## config.mk

```make
export PLATFORM = sky130hd
export DESIGN_NAME = adder4_result_align_flat
export DESIGN_NICKNAME = d
export VERILOG_FILES = /design/src/rtl/adder4_pkg.sv /design/src/rtl/adder4_result_align_if.sv /design/src/rtl/adder4_align_fifo.sv /design/src/rtl/adder4_result_align.sv /design/src/flat_wrapper.sv
export SDC_FILE = /design/constraint.sdc
export NUM_CORES = 1
export LEC_CHECK = 0
export ABC_AREA = 1
export BUFFER_PORTS_ARGS = -buffer_cell sky130_fd_sc_hd__clkbuf_2
export CAP_MARGIN = 20
export CELL_PAD_IN_SITES_DETAIL_PLACEMENT = 0
export CELL_PAD_IN_SITES_GLOBAL_PLACEMENT = 2
export CORE_UTILIZATION = 39
export DETAILED_ROUTE_END_ITERATION = 16
export GPL_ROUTABILITY_DRIVEN = 0
export GPL_TIMING_DRIVEN = 0
export PLACE_DENSITY_LB_ADDON = 0.3
export SLEW_MARGIN = 20
export SYNTH_ARGS = -nofsm -noshare
export SYNTH_HDL_FRONTEND = slang
export SYNTH_SLANG_ARGS = --single-unit
```

## constraint.sdc

```tcl
create_clock -name CK -period 4 [get_ports CK]
set_clock_uncertainty 0.1 [all_clocks]
set_input_delay 0.8 -clock CK [delete_from_list [all_inputs] [get_ports CK]]
set_output_delay 0.8 -clock CK [all_outputs]
set_load 0.01 [all_outputs]
```

## src/rtl/adder4_pkg.sv

```systemverilog
// Shared widths and the aligned result record for the skewed 4-bit adder
// result aligner.
package adder4_pkg;

    localparam int ADD_W = 4;
    localparam int SKEW  = ADD_W - 1;

    typedef struct packed {
        logic             cout;
        logic [ADD_W-1:0] sum;
    } align_word_t;

endpackage

```

## src/rtl/adder4_result_align_if.sv

```systemverilog
// Upstream adder bus plus downstream result stream of the aligner.
// Output handshake: a word transfers on a rising edge where OUT_VALID and OUT_READY are both high.
interface adder4_result_align_if;
    import adder4_pkg::*;

    logic             IN_VALID;
    logic [ADD_W-1:0] SUM;
    logic             COUT;
    logic             IN_READY;
    logic             OUT_VALID;
    logic             OUT_READY;
    logic [ADD_W-1:0] OUT_SUM;
    logic             OUT_COUT;
    logic             OVF;

    modport master (
        output IN_VALID, SUM, COUT, OUT_READY,
        input  IN_READY, OUT_VALID, OUT_SUM, OUT_COUT, OVF
    );

    modport slave (
        input  IN_VALID, SUM, COUT, OUT_READY,
        output IN_READY, OUT_VALID, OUT_SUM, OUT_COUT, OVF
    );

endinterface

```

## src/rtl/adder4_align_fifo.sv

```systemverilog
// Synchronous FIFO of aligned words; a push while full is dropped unless a
// pop happens in the same cycle.
module adder4_align_fifo
    import adder4_pkg::*;
#(
    parameter int DEPTH = 4
) (
    input  logic                       i_clk,
    input  logic                       i_rst_n,
    input  logic                       i_push,
    input  align_word_t                i_wdata,
    input  logic                       i_pop,
    output align_word_t                o_rdata,
    output logic                       o_full,
    output logic                       o_empty,
    output logic [$clog2(DEPTH):0]     o_count
);

    localparam int PTR_W = $clog2(DEPTH);
    localparam int CNT_W = PTR_W + 1;

    align_word_t          r_mem [DEPTH];
    logic [PTR_W-1:0]     r_wr_ptr;
    logic [PTR_W-1:0]     r_rd_ptr;
    logic [CNT_W-1:0]     r_count;

    logic                 w_do_push;
    logic                 w_do_pop;

    assign o_full    = (r_count == CNT_W'(DEPTH));
    assign o_empty   = (r_count == '0);
    assign o_count   = r_count;
    assign w_do_pop  = i_pop && !o_empty;
    assign w_do_push = i_push && (!o_full || w_do_pop);

    // Head reads as zero when empty so the output bus is clean after reset.
    assign o_rdata   = o_empty ? '0 : r_mem[r_rd_ptr];

    always_ff @(posedge i_clk) begin
        if (!i_rst_n) begin
            r_wr_ptr <= '0;
            r_rd_ptr <= '0;
            r_count  <= '0;
        end else begin
            if (w_do_push) begin
                r_wr_ptr <= r_wr_ptr + 1'b1;
            end
            if (w_do_pop) begin
                r_rd_ptr <= r_rd_ptr + 1'b1;
            end
            if (w_do_push && !w_do_pop) begin
                r_count <= r_count + 1'b1;
            end else if (w_do_pop && !w_do_push) begin
                r_count <= r_count - 1'b1;
            end
        end
    end

    always_ff @(posedge i_clk) begin
        if (w_do_push) begin
            r_mem[r_wr_ptr] <= i_wdata;
        end
    end

endmodule

```

## src/rtl/adder4_result_align.sv

```systemverilog
// Realigns the bit-skewed output of a carry-pipelined 4-bit ripple adder into
// whole words and buffers them in a credit-controlled output FIFO.
module adder4_result_align
    import adder4_pkg::*;
#(
    parameter int DEPTH = 4
) (
    input  logic                 CK,
    input  logic                 RST_N,
    adder4_result_align_if.slave bus
);

    localparam int CNT_W = $clog2(DEPTH) + 1;
    localparam int CRD_W = CNT_W + 1;

    logic                r_v1;
    logic                r_v2;
    logic                r_v3;
    logic [SKEW-1:0]     r_d0;
    logic [SKEW-2:0]     r_d1;
    logic [SKEW-3:0]     r_d2;
    logic                r_ovf;

    align_word_t         w_word;
    align_word_t         w_head;
    logic                w_full;
    logic                w_empty;
    logic [CNT_W-1:0]    w_count;
    logic                w_pop;
    logic [CRD_W-1:0]    w_pending;

    // Bit k of an operation arrives k cycles late; delay lower bits to meet bit 3.
    always_ff @(posedge CK) begin
        if (!RST_N) begin
            r_v1  <= 1'b0;
            r_v2  <= 1'b0;
            r_v3  <= 1'b0;
            r_d0  <= '0;
            r_d1  <= '0;
            r_d2  <= '0;
            r_ovf <= 1'b0;
        end else begin
            r_v1  <= bus.IN_VALID;
            r_v2  <= r_v1;
            r_v3  <= r_v2;
            r_d0  <= {r_d0[SKEW-2:0], bus.SUM[0]};
            r_d1  <= {r_d1[SKEW-3:0], bus.SUM[1]};
            r_d2  <= bus.SUM[2];
            if (r_v3 && w_full && !w_pop) begin
                r_ovf <= 1'b1;
            end
        end
    end

    always_comb begin
        w_word      = '0;
        w_word.sum  = {bus.SUM[3], r_d2[0], r_d1[SKEW-2], r_d0[SKEW-1]};
        w_word.cout = bus.COUT;
    end

    assign w_pop = !w_empty && bus.OUT_READY;

    adder4_align_fifo #(
        .DEPTH (DEPTH)
    ) u_fifo (
        .i_clk   (CK),
        .i_rst_n (RST_N),
        .i_push  (r_v3),
        .i_wdata (w_word),
        .i_pop   (w_pop),
        .o_rdata (w_head),
        .o_full  (w_full),
        .o_empty (w_empty),
        .o_count (w_count)
    );

    // Words still in the tag pipeline already own a FIFO slot.
    assign w_pending = CRD_W'(w_count) + CRD_W'(r_v1) + CRD_W'(r_v2) + CRD_W'(r_v3);

    assign bus.IN_READY  = (w_pending < CRD_W'(DEPTH));
    assign bus.OUT_VALID = !w_empty;
    assign bus.OUT_SUM   = w_head.sum;
    assign bus.OUT_COUT  = w_head.cout;
    assign bus.OVF       = r_ovf;

endmodule

```

## src/flat_wrapper.sv

```systemverilog
// flat-port wrapper written by rule: the top's interface ports become plain ports
module adder4_result_align_flat import adder4_pkg::*;
#(
    parameter int DEPTH = 4
)
  (CK, RST_N, bus_IN_VALID, bus_SUM, bus_COUT, bus_OUT_READY, bus_IN_READY, bus_OUT_VALID, bus_OUT_SUM, bus_OUT_COUT, bus_OVF);
  adder4_result_align_if bus_i ();
  input  logic CK;
  input  logic RST_N;
  input wire logic [$bits(bus_i.IN_VALID)-1:0] bus_IN_VALID;
  input wire logic [$bits(bus_i.SUM)-1:0] bus_SUM;
  input wire logic [$bits(bus_i.COUT)-1:0] bus_COUT;
  input wire logic [$bits(bus_i.OUT_READY)-1:0] bus_OUT_READY;
  output wire logic [$bits(bus_i.IN_READY)-1:0] bus_IN_READY;
  output wire logic [$bits(bus_i.OUT_VALID)-1:0] bus_OUT_VALID;
  output wire logic [$bits(bus_i.OUT_SUM)-1:0] bus_OUT_SUM;
  output wire logic [$bits(bus_i.OUT_COUT)-1:0] bus_OUT_COUT;
  output wire logic [$bits(bus_i.OVF)-1:0] bus_OVF;
  assign bus_i.IN_VALID = bus_IN_VALID;
  assign bus_i.SUM = bus_SUM;
  assign bus_i.COUT = bus_COUT;
  assign bus_i.OUT_READY = bus_OUT_READY;
  assign bus_IN_READY = bus_i.IN_READY;
  assign bus_OUT_VALID = bus_i.OUT_VALID;
  assign bus_OUT_SUM = bus_i.OUT_SUM;
  assign bus_OUT_COUT = bus_i.OUT_COUT;
  assign bus_OVF = bus_i.OVF;
  adder4_result_align #(.DEPTH(DEPTH)) u_core (.CK(CK), .RST_N(RST_N), .bus(bus_i));
endmodule
```

==> impl_metrics.ini <==
[outcome]
outcome = finished clean

[logic_synthesis]
async_reset_ff_share_pct = 0
synth_edf_count = 20
synth_cells = 171
synth_top_area_share_pct = 36.6
synth_area_leaders = edfxtp_1 (37%), dfxtp_1 (23%), inv_1 (7.8%), nor2_1 (7.1%), nand2_1 (4.8%)
ys_warn_count = 0
synth-seq-cells = 39
netlist.top_cell.by_area = edfxtp_1
synth-main-ff-cell = edfxtp_1
synth.yosys.seq_area_share_pct = 59.8
synth_cell_types = 18
synth_area_sq_um = 1640
syn_nets = 188
syn_avg_cell_area_sq_um = 9.59

[cells_and_area]
final_nets = 211
final_area_sq_um = 1900
antenna_cells = 0
final_common_cell = inv_1
syn_to_final_growth_pct = 15.9
layout-drive-gt1-share_pct = 15.9
final_cell_mix = inv_1 (34), nor2_1 (31), nand2_1 (21)

[sta]
max_clock_freq_mhz = 365
drv_slew = 0
fin_ws_ps = 1260
fin_tns_setup_ps = 0
worst_pin_slew_ps = 509
rsz0062_at_grt = false
fin_crit_sh_pct = 68.4
setup_violations = 0
finalHoldViolCount = 0
whs_ps = 309
max_slew_margin_pct = 66.0
finalCriticalPeriod_ps = 2740

[route]
first_iter_violations = 13
ant_nets = 0
wl_mm = 2.52
vias_per_cell = 4.40
wire_per_inst_microns = 10.3
drc = 0
via_count = 1078
drt_pre_antenna_iters = 4

[power_and_ir_drop]
vdd_ir_drop_max_v = 0.000281
p_total_w = 0.00105
p_seq_share_pct = 45.0
power_density_nw_per_um2 = 552
swShare_pct = 29.4
internal_power_w = 0.000741
p_leak_nw = 0.849
combPwrFrac_pct = 23.6
p_sw_w = 0.000308
p_clk_share_pct = 31.3

[global_routing]
grt_max_degree = 13
antenna_found_initial = 0
grt_usage_pct = 13.4
grt_overflow_total = 0
grt_pass1_wl_mm = 4.31
grt_pass1_vias = 992

[cts]
numCtsBuffers = 5
clk_pin_slew_ps = 70
clock-sinks = 39
clock_latency_ps = 280
post_cts_buffers = 0
cts_tree = done
hold_buffers = 0
htreeDepth = 2
clockRootBuffer = clkbuf_8
ctsResizeCount = 0
clock_path_buffers = 2

[place]
port_buffers = 16
hpwlAfterDp_mm = 1.96
post-place-ws_ps = 1470
place_area_sq_um = 1780

[die]
dieWidth_microns = 66.9
start_util_pct = 40.7
core_sq_um = 4030
fp.dieH_microns = 66.9
die-area_sq_um = 4470
fp-row-count = 23
io_pins = 17

[worst_setup_path]
crit_fanout = 5
crit_path_start_kind = flip-flop
critPathCaptureType = output pin
critical_path_required_ps = 3100
cp_cell_sequence = inv_1 -> fa_1 -> inv_1 -> ha_1 -> nand3b_1 -> nand2_1 -> inv_1 -> clkbuf_2
crit_type = reg -> out
crit_top_cell = inv_1
max_stage_delay_ps = 460
arrival_ps = 1840
cp_slowest_cell = dfxtp_1

[hold_path]
hold_class = reg -> reg

[flow_run]
timing.max_cap.violations = 0
metrics by stage:
stage | utilization [%] | cells
floorplan | - | 171
global placement | 44.3 | 237
detailed placement | 44.3 | 237
CTS | 47.2 | 245
global route | 47.2 | 245
finish | 47.2 | 245
kinds of logic (layout without fill, tap and decap cells):
family / Yosys count / count (layout) / share of synthesized area (%)
AND/OR/NAND/NOR: 64 / 64 / 17.3
flip-flops: 39 / 39 / 59.8
buffers and inverters: 36 / 60 / 8.54
AO/OA/AOI/OAI: 24 / 24 / 7.32
adder cells (fa/ha/maj): 8 / 8 / 7.02
critical path, delay by kind of cell, from the launching register on:
kind,cells,cell delay (ps)
and+or+nand+nor,2,130
buffers and inverters,4,320
DFF,1,460
adders and majority gates,2,640
synth_stat cells, types with 2 or more instances:
library cell   n
inv_1         34
nor2_1        31
nand2_1       21
edfxtp_1      20
dfxtp_1       19
a21oi_1       12
o21ai_0       12
ha_1           6
nand3_1        5
fa_1           2
nand2_4        2
area by class of cell:
| class | instances | area (sq um) |
|---|---|---|
| Timing Repair Buffer | 16 | 80.1 |
| Tap cell | 50 | 62.6 |
| Clock inverter | 2 | 35.0 |
| Sequential cell | 39 | 981 |
| Inverter | 34 | 128 |
| Buffer | 2 | 12.5 |
| Fill cell | 392 | 2130 |
| Multi-Input combinational cell | 96 | 519 |
| Clock buffer | 6 | 82.6 |
per-layer routing:
metal  vias up  wire length, microns  track usage (%)
met1       477                  1090             14.6
met4         0                    40             7.98
li1        582                     -                -
met3         4                    87             4.11
met2        15                  1300             22.7
met5         -                     0                0
path summary, 6_finish.rpt:
path | from | end | slack (ps) | cells after the start
max | u_core.u_fifo.o_count[0] | bus_IN_READY | 1260 | 8
min | u_core.r_d1[0] | u_core.r_d1[1] | 310 | 2
max reg2reg | u_core.u_fifo.o_count[0] | u_core.u_fifo.o_count[2] | 1980 | 13
min reg2reg | u_core.r_d1[0] | u_core.r_d1[1] | 310 | 2
registers in the layout, summed over array words and instances, names as in the netlist, 2 cells and up, named ones only:
signal                  cells
u_core.u_fifo.r_wr_ptr      2
u_core.u_fifo.r_rd_ptr      2
u_core.r_d0                 3
u_core.r_d1                 2
u_core.u_fifo.r_mem        20
u_core.u_fifo.o_count       3
power groups by stage:
stage                     registers, W  logic [W]  clock network (W)
after floorplan               0.000476   0.000180                  0
after global placement        0.000482   0.000245                  0
after detailed placement      0.000482   0.000252                  0
after CTS                     0.000473   0.000253           0.000340
after global routing          0.000477   0.000285           0.000352
final                         0.000473   0.000248           0.000329
Power figures use the tool's default switching activity.
